`src/rtl/vc_dispatch_pkg.sv`:
```
// Shared encodings for the VC dispatch stage: FSM states, VC ids and helpers.
package vc_dispatch_pkg;

  localparam int STATE_W = 3;

  typedef enum logic [STATE_W-1:0] {
    ST_RESET  = 3'd0,
    ST_INIT   = 3'd1,
    ST_IDLE   = 3'd2,
    ST_ACTIVE = 3'd3,
    ST_ERROR  = 3'd4
  } state_t;

  typedef enum logic {
    VC0 = 1'b0,
    VC1 = 1'b1
  } vc_id_t;

  // Only IDLE and ACTIVE may pop the main FIFO or write a VC.
  function automatic logic is_running(state_t s);
    return (s == ST_IDLE) || (s == ST_ACTIVE);
  endfunction

endpackage

```
`src/rtl/vc_dispatch_if.sv`:
```
// Main-FIFO read side and shared VC write side of the dispatch stage.
interface vc_dispatch_if #(
  parameter int DATA_WIDTH = 6
);
  logic                  main_empty;
  logic                  main_error;
  logic [DATA_WIDTH-1:0] main_data;
  logic                  main_rd_enable;
  logic                  vc0_almost_full;
  logic                  vc1_almost_full;
  logic                  vc0_full;
  logic                  vc1_full;
  logic                  vc0_wr_enable;
  logic                  vc1_wr_enable;
  logic [DATA_WIDTH-1:0] vc_data;

  modport master (
    input  main_empty, main_error, main_data,
    input  vc0_almost_full, vc1_almost_full, vc0_full, vc1_full,
    output main_rd_enable, vc0_wr_enable, vc1_wr_enable, vc_data
  );

  modport slave (
    output main_empty, main_error, main_data,
    output vc0_almost_full, vc1_almost_full, vc0_full, vc1_full,
    input  main_rd_enable, vc0_wr_enable, vc1_wr_enable, vc_data
  );
endinterface

```
`src/rtl/vc_dispatch_fsm.sv`:
```
// Link bring-up FSM (RESET/INIT/IDLE/ACTIVE/ERROR); state and status flags
// are registered together so the flags always match the state output.
module vc_dispatch_fsm
  import vc_dispatch_pkg::*;
(
  input  logic   clk,
  input  logic   reset,
  input  logic   init,
  input  logic   main_error,
  input  logic   main_empty,
  input  logic   in_flight,
  input  logic   overflow,
  output state_t state,
  output logic   idle_out,
  output logic   active_out,
  output logic   error_out
);

  state_t nxt;

  always_comb begin
    nxt = state;
    case (state)
      ST_RESET:  nxt = ST_INIT;
      ST_INIT:   if (init) nxt = ST_IDLE;
      ST_IDLE,
      ST_ACTIVE: begin
        if (main_error || overflow)      nxt = ST_ERROR;
        else if (!main_empty || in_flight) nxt = ST_ACTIVE;
        else                             nxt = ST_IDLE;
      end
      ST_ERROR:  nxt = ST_ERROR;
      default:   nxt = ST_INIT;
    endcase
    // Dropping init overrides everything, including a sticky ERROR.
    if (!init) nxt = ST_INIT;
  end

  always_ff @(posedge clk or posedge reset) begin
    if (reset) begin
      state      <= ST_RESET;
      idle_out   <= 1'b0;
      active_out <= 1'b0;
      error_out  <= 1'b0;
    end else begin
      state      <= nxt;
      idle_out   <= (nxt == ST_IDLE);
      active_out <= (nxt == ST_ACTIVE);
      error_out  <= (nxt == ST_ERROR);
    end
  end

endmodule

```
`src/rtl/vc_dispatch.sv`:
```
// Pops the main FIFO into VC0/VC1 by selector bit, 2-cycle rd->wr latency; reads stall on
// any VC almost_full. Define VC_DISPATCH_COUNT_EN to add per-VC write counters.
module vc_dispatch
  import vc_dispatch_pkg::*;
#(
  parameter int DATA_WIDTH = 6,
  parameter int VC_SEL_BIT = 5,
  parameter int UMBRAL_W   = 4
) (
  input  logic                clk,
  input  logic                reset,
  input  logic                init,
  input  logic [UMBRAL_W-1:0] umbral_main_in,
  input  logic [UMBRAL_W-1:0] umbral_vc_in,
  vc_dispatch_if.master       bus,
  output logic [UMBRAL_W-1:0] umbral_main_out,
  output logic [UMBRAL_W-1:0] umbral_vc_out,
  output logic [STATE_W-1:0]  state,
  output logic                idle_out,
  output logic                active_out,
  output logic                error_out
`ifdef VC_DISPATCH_COUNT_EN
  ,
  output logic [7:0]          vc0_count,
  output logic [7:0]          vc1_count
`endif
);

  state_t                st;
  logic                  rd_valid_q;
  logic [DATA_WIDTH-1:0] word;
  logic                  sel_vc1;
  logic                  live;
  logic                  write_due;
  logic                  overflow;
  logic                  write_ok;
  logic                  in_flight;
  logic                  issue;

  assign state   = st;
  assign word    = bus.main_data;
  assign sel_vc1 = (word[VC_SEL_BIT] == VC1);

  // live drops on the same edge the FSM leaves IDLE/ACTIVE, so reads stop and
  // in-flight words are discarded without waiting for the state to update.
  assign live      = is_running(st) && init && !bus.main_error;
  assign write_due = rd_valid_q && live;
  assign overflow  = write_due && (sel_vc1 ? bus.vc1_full : bus.vc0_full);
  assign write_ok  = write_due && !overflow;
  assign in_flight = bus.main_rd_enable || rd_valid_q;
  assign issue     = live && !overflow && !bus.main_empty &&
                     !bus.vc0_almost_full && !bus.vc1_almost_full;

  vc_dispatch_fsm u_fsm (
    .clk        (clk),
    .reset      (reset),
    .init       (init),
    .main_error (bus.main_error),
    .main_empty (bus.main_empty),
    .in_flight  (in_flight),
    .overflow   (overflow),
    .state      (st),
    .idle_out   (idle_out),
    .active_out (active_out),
    .error_out  (error_out)
  );

  always_ff @(posedge clk or posedge reset) begin
    if (reset) begin
      bus.main_rd_enable <= 1'b0;
      rd_valid_q         <= 1'b0;
      bus.vc0_wr_enable  <= 1'b0;
      bus.vc1_wr_enable  <= 1'b0;
      bus.vc_data        <= '0;
      umbral_main_out    <= '0;
      umbral_vc_out      <= '0;
    end else begin
      bus.main_rd_enable <= issue;
      rd_valid_q         <= bus.main_rd_enable && live && !overflow;
      bus.vc0_wr_enable  <= write_ok && !sel_vc1;
      bus.vc1_wr_enable  <= write_ok && sel_vc1;
      bus.vc_data        <= write_ok ? word : '0;
      if (st == ST_INIT) begin
        umbral_main_out <= umbral_main_in;
        umbral_vc_out   <= umbral_vc_in;
      end
    end
  end

`ifdef VC_DISPATCH_COUNT_EN
  always_ff @(posedge clk or posedge reset) begin
    if (reset) begin
      vc0_count <= '0;
      vc1_count <= '0;
    end else if (st == ST_INIT) begin
      vc0_count <= '0;
      vc1_count <= '0;
    end else begin
      if (write_ok && !sel_vc1) vc0_count <= vc0_count + 8'd1;
      if (write_ok && sel_vc1)  vc1_count <= vc1_count + 8'd1;
    end
  end
`endif

endmodule

```
`src/flat_wrapper.sv`:
```
// flat-port wrapper written by rule: the top's interface ports become plain ports
module vc_dispatch_flat import vc_dispatch_pkg::*;
#(
  parameter int DATA_WIDTH = 6,
  parameter int VC_SEL_BIT = 5,
  parameter int UMBRAL_W   = 4
)
  (clk, reset, init, umbral_main_in, umbral_vc_in, umbral_main_out, umbral_vc_out, state, idle_out, active_out, error_out, bus_main_empty, bus_main_error, bus_main_data, bus_vc0_almost_full, bus_vc1_almost_full, bus_vc0_full, bus_vc1_full, bus_main_rd_enable, bus_vc0_wr_enable, bus_vc1_wr_enable, bus_vc_data);
  vc_dispatch_if #(.DATA_WIDTH(DATA_WIDTH)) bus_i ();
  input  logic clk;
  input  logic reset;
  input  logic init;
  input  logic [UMBRAL_W-1:0] umbral_main_in;
  input  logic [UMBRAL_W-1:0] umbral_vc_in;
  output logic [UMBRAL_W-1:0] umbral_main_out;
  output logic [UMBRAL_W-1:0] umbral_vc_out;
  output logic [STATE_W-1:0] state;
  output logic idle_out;
  output logic active_out;
  output logic error_out;
  input wire logic [$bits(bus_i.main_empty)-1:0] bus_main_empty;
  input wire logic [$bits(bus_i.main_error)-1:0] bus_main_error;
  input wire logic [$bits(bus_i.main_data)-1:0] bus_main_data;
  input wire logic [$bits(bus_i.vc0_almost_full)-1:0] bus_vc0_almost_full;
  input wire logic [$bits(bus_i.vc1_almost_full)-1:0] bus_vc1_almost_full;
  input wire logic [$bits(bus_i.vc0_full)-1:0] bus_vc0_full;
  input wire logic [$bits(bus_i.vc1_full)-1:0] bus_vc1_full;
  output wire logic [$bits(bus_i.main_rd_enable)-1:0] bus_main_rd_enable;
  output wire logic [$bits(bus_i.vc0_wr_enable)-1:0] bus_vc0_wr_enable;
  output wire logic [$bits(bus_i.vc1_wr_enable)-1:0] bus_vc1_wr_enable;
  output wire logic [$bits(bus_i.vc_data)-1:0] bus_vc_data;
  assign bus_i.main_empty = bus_main_empty;
  assign bus_i.main_error = bus_main_error;
  assign bus_i.main_data = bus_main_data;
  assign bus_i.vc0_almost_full = bus_vc0_almost_full;
  assign bus_i.vc1_almost_full = bus_vc1_almost_full;
  assign bus_i.vc0_full = bus_vc0_full;
  assign bus_i.vc1_full = bus_vc1_full;
  assign bus_main_rd_enable = bus_i.main_rd_enable;
  assign bus_vc0_wr_enable = bus_i.vc0_wr_enable;
  assign bus_vc1_wr_enable = bus_i.vc1_wr_enable;
  assign bus_vc_data = bus_i.vc_data;
  vc_dispatch #(.DATA_WIDTH(DATA_WIDTH), .VC_SEL_BIT(VC_SEL_BIT), .UMBRAL_W(UMBRAL_W)) u_core (.clk(clk), .reset(reset), .init(init), .umbral_main_in(umbral_main_in), .umbral_vc_in(umbral_vc_in), .bus(bus_i), .umbral_main_out(umbral_main_out), .umbral_vc_out(umbral_vc_out), .state(state), .idle_out(idle_out), .active_out(active_out), .error_out(error_out));
endmodule
```
`config.mk`:
```
export PLATFORM = sky130hd
export DESIGN_NAME = vc_dispatch_flat
export DESIGN_NICKNAME = d
export VERILOG_FILES = /design/src/rtl/vc_dispatch_pkg.sv /design/src/rtl/vc_dispatch_if.sv /design/src/rtl/vc_dispatch_fsm.sv /design/src/rtl/vc_dispatch.sv /design/src/flat_wrapper.sv
export SDC_FILE = /design/constraint.sdc
export NUM_CORES = 1
export LEC_CHECK = 0
export ABC_AREA = 0
export CAP_MARGIN = 0
export CELL_PAD_IN_SITES_DETAIL_PLACEMENT = 2
export CELL_PAD_IN_SITES_GLOBAL_PLACEMENT = 2
export CORE_UTILIZATION = 36
export DETAILED_ROUTE_END_ITERATION = 8
export DONT_BUFFER_PORTS = 1
export PLACE_DENSITY = 0.81
export SETUP_SLACK_MARGIN = 0.5
export SLEW_MARGIN = 10
export SYNTH_ARGS = -nofsm -noshare
export SYNTH_HDL_FRONTEND = slang
export SYNTH_SLANG_ARGS = --single-unit
```
`constraint.sdc`:
```
create_clock -name clk -period 1.46 [get_ports clk]
set_input_delay 0.292 -clock clk [delete_from_list [all_inputs] [get_ports clk]]
set_output_delay 0.292 -clock clk [all_outputs]
set_load 0.05 [all_outputs]
```
======== Yosys cells after proc, flatten, opt, wreduce, memory -nomap -nowiden ========
Index checks and enable logic that the tools add are counted.
operators by class
  $add $sub $neg .......................... 0
  multiply operators ...................... 0
  divide/modulo/power cells ............... 0
  magnitude comparators ................... 0
  eq/ne operators ......................... 7
  shift-type cells ........................ 0
  multiplexer cells ....................... 6
  bitwise logic cells ..................... 0
  reductions and logical operators ........ 24
operators with widths
  cell                                            number
  logical AND 1 bit                               13
  == test 3 x 2 -> 1 bit (second input constant)  4
  one-hot mux 3 bit (3 select lines)              1
  == test 3 bit (second input constant)           2
  logical NOT 1 bit                               6
  2-to-1 mux 3 bit                                2
  2-to-1 mux 6 bit                                1
  logical OR 1 bit                                4
  == test 3 x 1 -> 1 bit (second input constant)  1
  2-to-1 mux 1 bit                                2
  OR reduction 2 bit                              1
storage, ports and cells
  bits in registers ....................... 24
  latch bits .............................. 0
  memory bits (writable) .................. 0
  memory bits (read-only) ................. 0
  input port bits ......................... 23
  logic and storage cells ................. 48
  memories ................................ 0

======== Logic depth before layout (Yosys ltp) ========
  word-level depth ........................ 11
  depth in mapped cells ................... 4
  gate-level depth less buffers ........... 3

======== Modules after synthesis ========
Synthesis repeated with hierarchy kept, for this count alone.
second synthesis, totals
  cells, all modules ...................... 75
  area total of the unflattened synthesis .. 932.1 um^2
by module, submodules not included
  module           times used  cells each  area an instance (um^2)  seq. area each (um^2)
  vc_dispatch      1           50          678.2                    425.4
  vc_dispatch_fsm  1           25          254.0                    150.1

======== Worst setup path before layout ========
OpenSTA, ideal clock, no wires.
  path type ............................... flip-flop to flip-flop
  start point ............................. reg u_core.u_fsm.state[1]
  end point ............................... reg u_core.bus.vc_data[0]
  library setup time ...................... 66 ps
  arrival ................................. 1477 ps
  slack ................................... -82 ps
  stages on the path, launching flop included .. 4
  path through ............................ dfrtp_1 > or3b_4 > nor3_4 > and2_1
on the way
  longest elaborated chain between the ends .. 9
ends and longest elaborated chain
  what                              line                   RTL
  start: declaration                vc_dispatch_fsm.sv:13  output state_t state,
  start signal: assignment          vc_dispatch_fsm.sv:46  state <= nxt;
  == test 3 x 2 -> 1 bit            vc_dispatch_pkg.sv:21  return (s == ST_IDLE) || (s == ST_ACTIVE);
  logical OR 1 bit *                vc_dispatch_pkg.sv:21
  logical AND 1 bit * (2 in a row)  vc_dispatch.sv:46      assign live = is_running(st) && init && !bus.main_error;
  logical AND 1 bit *               vc_dispatch.sv:47      assign write_due = rd_valid_q && live;
  logical AND 1 bit                 vc_dispatch.sv:48      assign overflow = write_due && (sel_vc1 ? bus.vc1_full : bus.vc0_full);
  logical NOT 1 bit                 vc_dispatch.sv:49      assign write_ok = write_due && !overflow;
  logical AND 1 bit *               vc_dispatch.sv:49
  2-to-1 mux 6 bit *                vc_dispatch.sv:82      bus.vc_data <= write_ok ? word : '0;
  end signal: assignment            vc_dispatch.sv:82
  end: declaration                  vc_dispatch_if.sv:20   output main_rd_enable, vc0_wr_enable, vc1_wr_enable, vc_data
Every way passes the cells marked *; elsewhere a longest branch is shown, timed or not.
A chain may end at the register's enable or synchronous reset.

======== Final worst setup path ========
  start point ............................. reg u_core.u_fsm.state[1]
  end point ............................... reg u_core.umbral_vc_out[2]
on the way
  longest elaborated chain between the ends .. 1
ends and longest elaborated chain
  what                    line               RTL
  == test 3 x 1 -> 1 bit  vc_dispatch.sv:83  if (st == ST_INIT) begin
  end signal: assignment  vc_dispatch.sv:85  umbral_vc_out <= umbral_vc_in;
  end: declaration        vc_dispatch.sv:17  output logic [UMBRAL_W-1:0] umbral_vc_out,
Every way passes these cells.

==> impl_metrics.yaml <==
min_path:
  hold_class: "in2reg"
  holdPathEnd: "u_core.u_fsm.state[0]"
  min_path_cells: 1
  hold_start: "init"
yosys:
  syn-num-nets: 91
  avgSynthCellArea_sq_um: 13.6
  yosys_warnings: 0
  syn_inst: 68
  synth_compound_area_frac: 0.0624
  yosys.area_share.simple: 0.164
  post_synth_instance_area_sq_um: 922
  synth_top_family_by_area: "simple AND/OR/NAND/NOR gates"
  ys_types: 22
  yosys_register_bits: 23
  muxShareOfSynthArea: 0.114
  yosys.area_share.xor_xnor: 0.00950
  ys_seq_area_frac: 0.624
  synthAdderAreaFrac: 0
cts:
  tritoncts: "done"
  numCtsBuffers: 3
  htreeDepth: 1
  clk_latency_ns: 0.31
  clk_pin_slew_worst_paths_ns: 0.13
  cts_buffer_depth: 2
  cts_sinks: 23
  root_buffer: "clkbuf_4"
pwr:
  switching_share: 0.402
  power.share.clock: 0.172
  switching_power_uw: 680
  seqPwrFrac: 0.630
  p_per_area_mw_per_mm2: 1410
  intPower_mw: 1.01
  p_leak_nw: 0.501
  combPwrFrac: 0.197
  irDropWorstVdd_mv: 0.685
timing:
  final-hold-violation-count: 0
  clock.fmax_ghz: 0.768
  relSlewSlack: 0.794
  report.final.slew_viol_count: 0
  setup_tns_ns: 0
  finalCritPeriodShare: 0.892
  rsz0062_at_grt: "yes"
  finalCriticalPeriod_ns: 1.30
  worst_pin_slew_ns: 0.308
  skew_ns: 0.00303
  setup_viol: 0
cells_and_area:
  drive_gt1_frac: 0.675
  area_growth_pct: 29.9
  final_cell_area_sq_mm: 0.00120
  antenna_cells: 0
  nets: 107
placement:
  hpwl_um: 1420
  place_area_sq_mm: 0.00102
  io_buffers: 0
  globalplace.congestion: 0.701
critical_path:
  endpoint_kind: "register"
  r2r_start: "u_core.u_fsm.state[1]"
  cp_data_required_time_ns: 1.66
  r2r_end: "u_core.umbral_vc_out[2]"
  startpoint: "u_core.u_fsm.state[1]"
  critPathMaxFanout: 9
  cp_data_arrival_time_ns: 1.50
  r2r_cells: 3
  cpPeakStageDelay_ns: 0.47
  crit_type: "reg2reg"
  r2r_slack_ns: 0.16
  crit_chain: "nor3b_2, buf_6, mux2_2"
  critPathLaunchType: "register"
  slowest_stage: "dfrtp_2"
routing:
  routedWlPerCell_um: 20.0
  initialDrtViolationCount: 6
  vias_per_cell: 5.40
  antenna_left: 0
  drc: 0
  wirelength_um: 2220
  via_count: 599
  firstDrtPassIters: 4
global_route:
  grt_pass1_vias: 640
  grt_max_degree: 24
  grt_pass1_wl_um: 3390
  grt_remaining_overflow: 0
  antenna_found_initial: 0
  grt_use_total: 0.180
floorplanning:
  num_io_pins: 46
  die_w_um: 52.6
  die_y_um: 52.6
  start_util: 0.398
  die_area_sq_mm: 0.00277
  core_area_sq_mm: 0.00232
  placementRows: 17
job:
  maxCapViolations: 0
status:
  status: "completed"
repair_timing:
action,in CTS,in global routing
gates resized for setup,25,7
hold endpoints to repair,23,2
endpoints found under the setup margin,46,46
cloned,0,0
pin swaps,3,2
hold buffers,1,3
buffers inserted,3,0
registers in the layout (all words and copies together) (netlist names):
name	flops
u_core.bus.main_rd_enable	1
u_core.bus.vc0_wr_enable	1
u_core.bus.vc1_wr_enable	1
u_core.bus.vc_data	5
u_core.rd_valid_q	1
u_core.u_fsm.active_out	1
u_core.u_fsm.error_out	1
u_core.u_fsm.idle_out	1
u_core.u_fsm.state	3
u_core.umbral_main_out	4
u_core.umbral_vc_out	4
through the flow:
stage / setup slack, ns / power, mW / std cells / util / hold slack (ns)
2_1_floorplan: 0.103 / 1.26 / 68 / - / 0.294
4_1_cts: 0.178 / 1.68 / 108 / 0.492 / 0.0115
5_1_grt: 0.115 / 1.76 / 111 / 0.516 / 0.0589
3_5_place_dp: 0.0940 / 1.33 / 100 / 0.439 / 0.251
3_3_place_gp: 0.192 / 1.31 / 100 / 0.439 / 0.237
6_report: 0.158 / 1.69 / 111 / 0.516 / 0.0653
final cells by class:
| class | count | area [sq um] |
|---|---|---|
| sequential | 23 | 604 |
| fill | 222 | 1120 |
| inverter | 3 | 11.3 |
| tap | 28 | 35.0 |
| multi-input combinational | 40 | 388 |
| timing repair buffer | 13 | 131 |
| clock inverter | 1 | 5.00 |
| clock buffer | 3 | 22.5 |
power by group through the flow:
| stage | Sequential [mW] | Combinational (mW) | Clock [mW] |
|---|---|---|---|
| 2_1_floorplan | 1.08 | 0.180 | 0 |
| 3_3_place_gp | 1.05 | 0.260 | 0 |
| 3_5_place_dp | 1.06 | 0.271 | 0 |
| 4_1_cts | 1.06 | 0.312 | 0.307 |
| 5_1_grt | 1.07 | 0.355 | 0.327 |
| 6_report | 1.07 | 0.333 | 0.291 |
per-layer routing:
| layer | vias up | share of wire | GRT usage |
|---|---|---|---|
| li1 | 266 | - | - |
| met5 | - | 0 | 0 |
| met2 | 20 | 0.51 | 0.302 |
| met1 | 309 | 0.44 | 0.229 |
| met4 | 0 | 0.019 | 0.0789 |
| met3 | 4 | 0.031 | 0.0261 |
critical path, delay by kind of cell, from the launching register on:
family | cells | cell delay, ns
buffers and inverters | 1 | 0.17
flip-flops | 1 | 0.47
multiplexers | 1 | 0.35
AND/OR/NAND/NOR | 1 | 0.21
kinds of logic (layout without fill, tap and decap cells):
logic type | after synthesis | after routing
mux | 9 | 9
flops | 23 | 23
buf+inv | 5 | 20
compound gates | 7 | 7
simple gates | 23 | 23
xor+xnor | 1 | 1
cell usage after synthesis (all sizes together):
library cell  instances  area [sq um]
dfrtp                23           576
mux2                  9           105
and2                  6          37.5
nor3                  5          36.3
nor3b                 5          37.5
a21oi                 3          18.8
inv                   3          11.3
and3                  2          12.5
buf                   2          12.5
nor2                  2          7.51
a2111oi               1          15.0
a211oi                1          7.51
nand2                 1          3.75
nand3                 1          5.00
o21a                  1          7.51
o311ai                1          8.76
or3b                  1          11.3
xnor2                 1          8.76
how the worst max path moves through the flow:
stage,to,slack [ns],cells past startpoint
after global routing,u_core.u_fsm.state[0],0.11,2
after detailed placement,u_core.u_fsm.error_out,0.09,4
after global placement,u_core.u_fsm.error_out,0.19,4
final,u_core.umbral_vc_out[2],0.16,3
after CTS,u_core.umbral_vc_out[1],0.18,3
after floorplan,u_core.u_fsm.state[0],0.10,2
cell usage in the layout, fill, tap and decap left out:
master / instances
nor2_1: 2
dfrtp_2: 20
nor3_2: 2
nor3b_4: 2
buf_12: 1
mux2_4: 3
o21a_1: 1
dfrtp_4: 1
and2_1: 6
nor3b_2: 3
clkbuf_4: 3
nor3_4: 1
dfrtp_1: 2
mux2_2: 6
a21oi_2: 1
buf_4: 5
inv_1: 3
dlygate4sd3_1: 4
or3b_4: 1
nand2_1: 1
a2111oi_2: 1
o311ai_1: 1
and3_1: 2
xnor2_1: 1
buf_6: 3
a21oi_1: 2
a211oi_2: 1
clkinv_2: 1
nand3_2: 1
nor3_1: 2
Power figures use the tool's default switching activity.
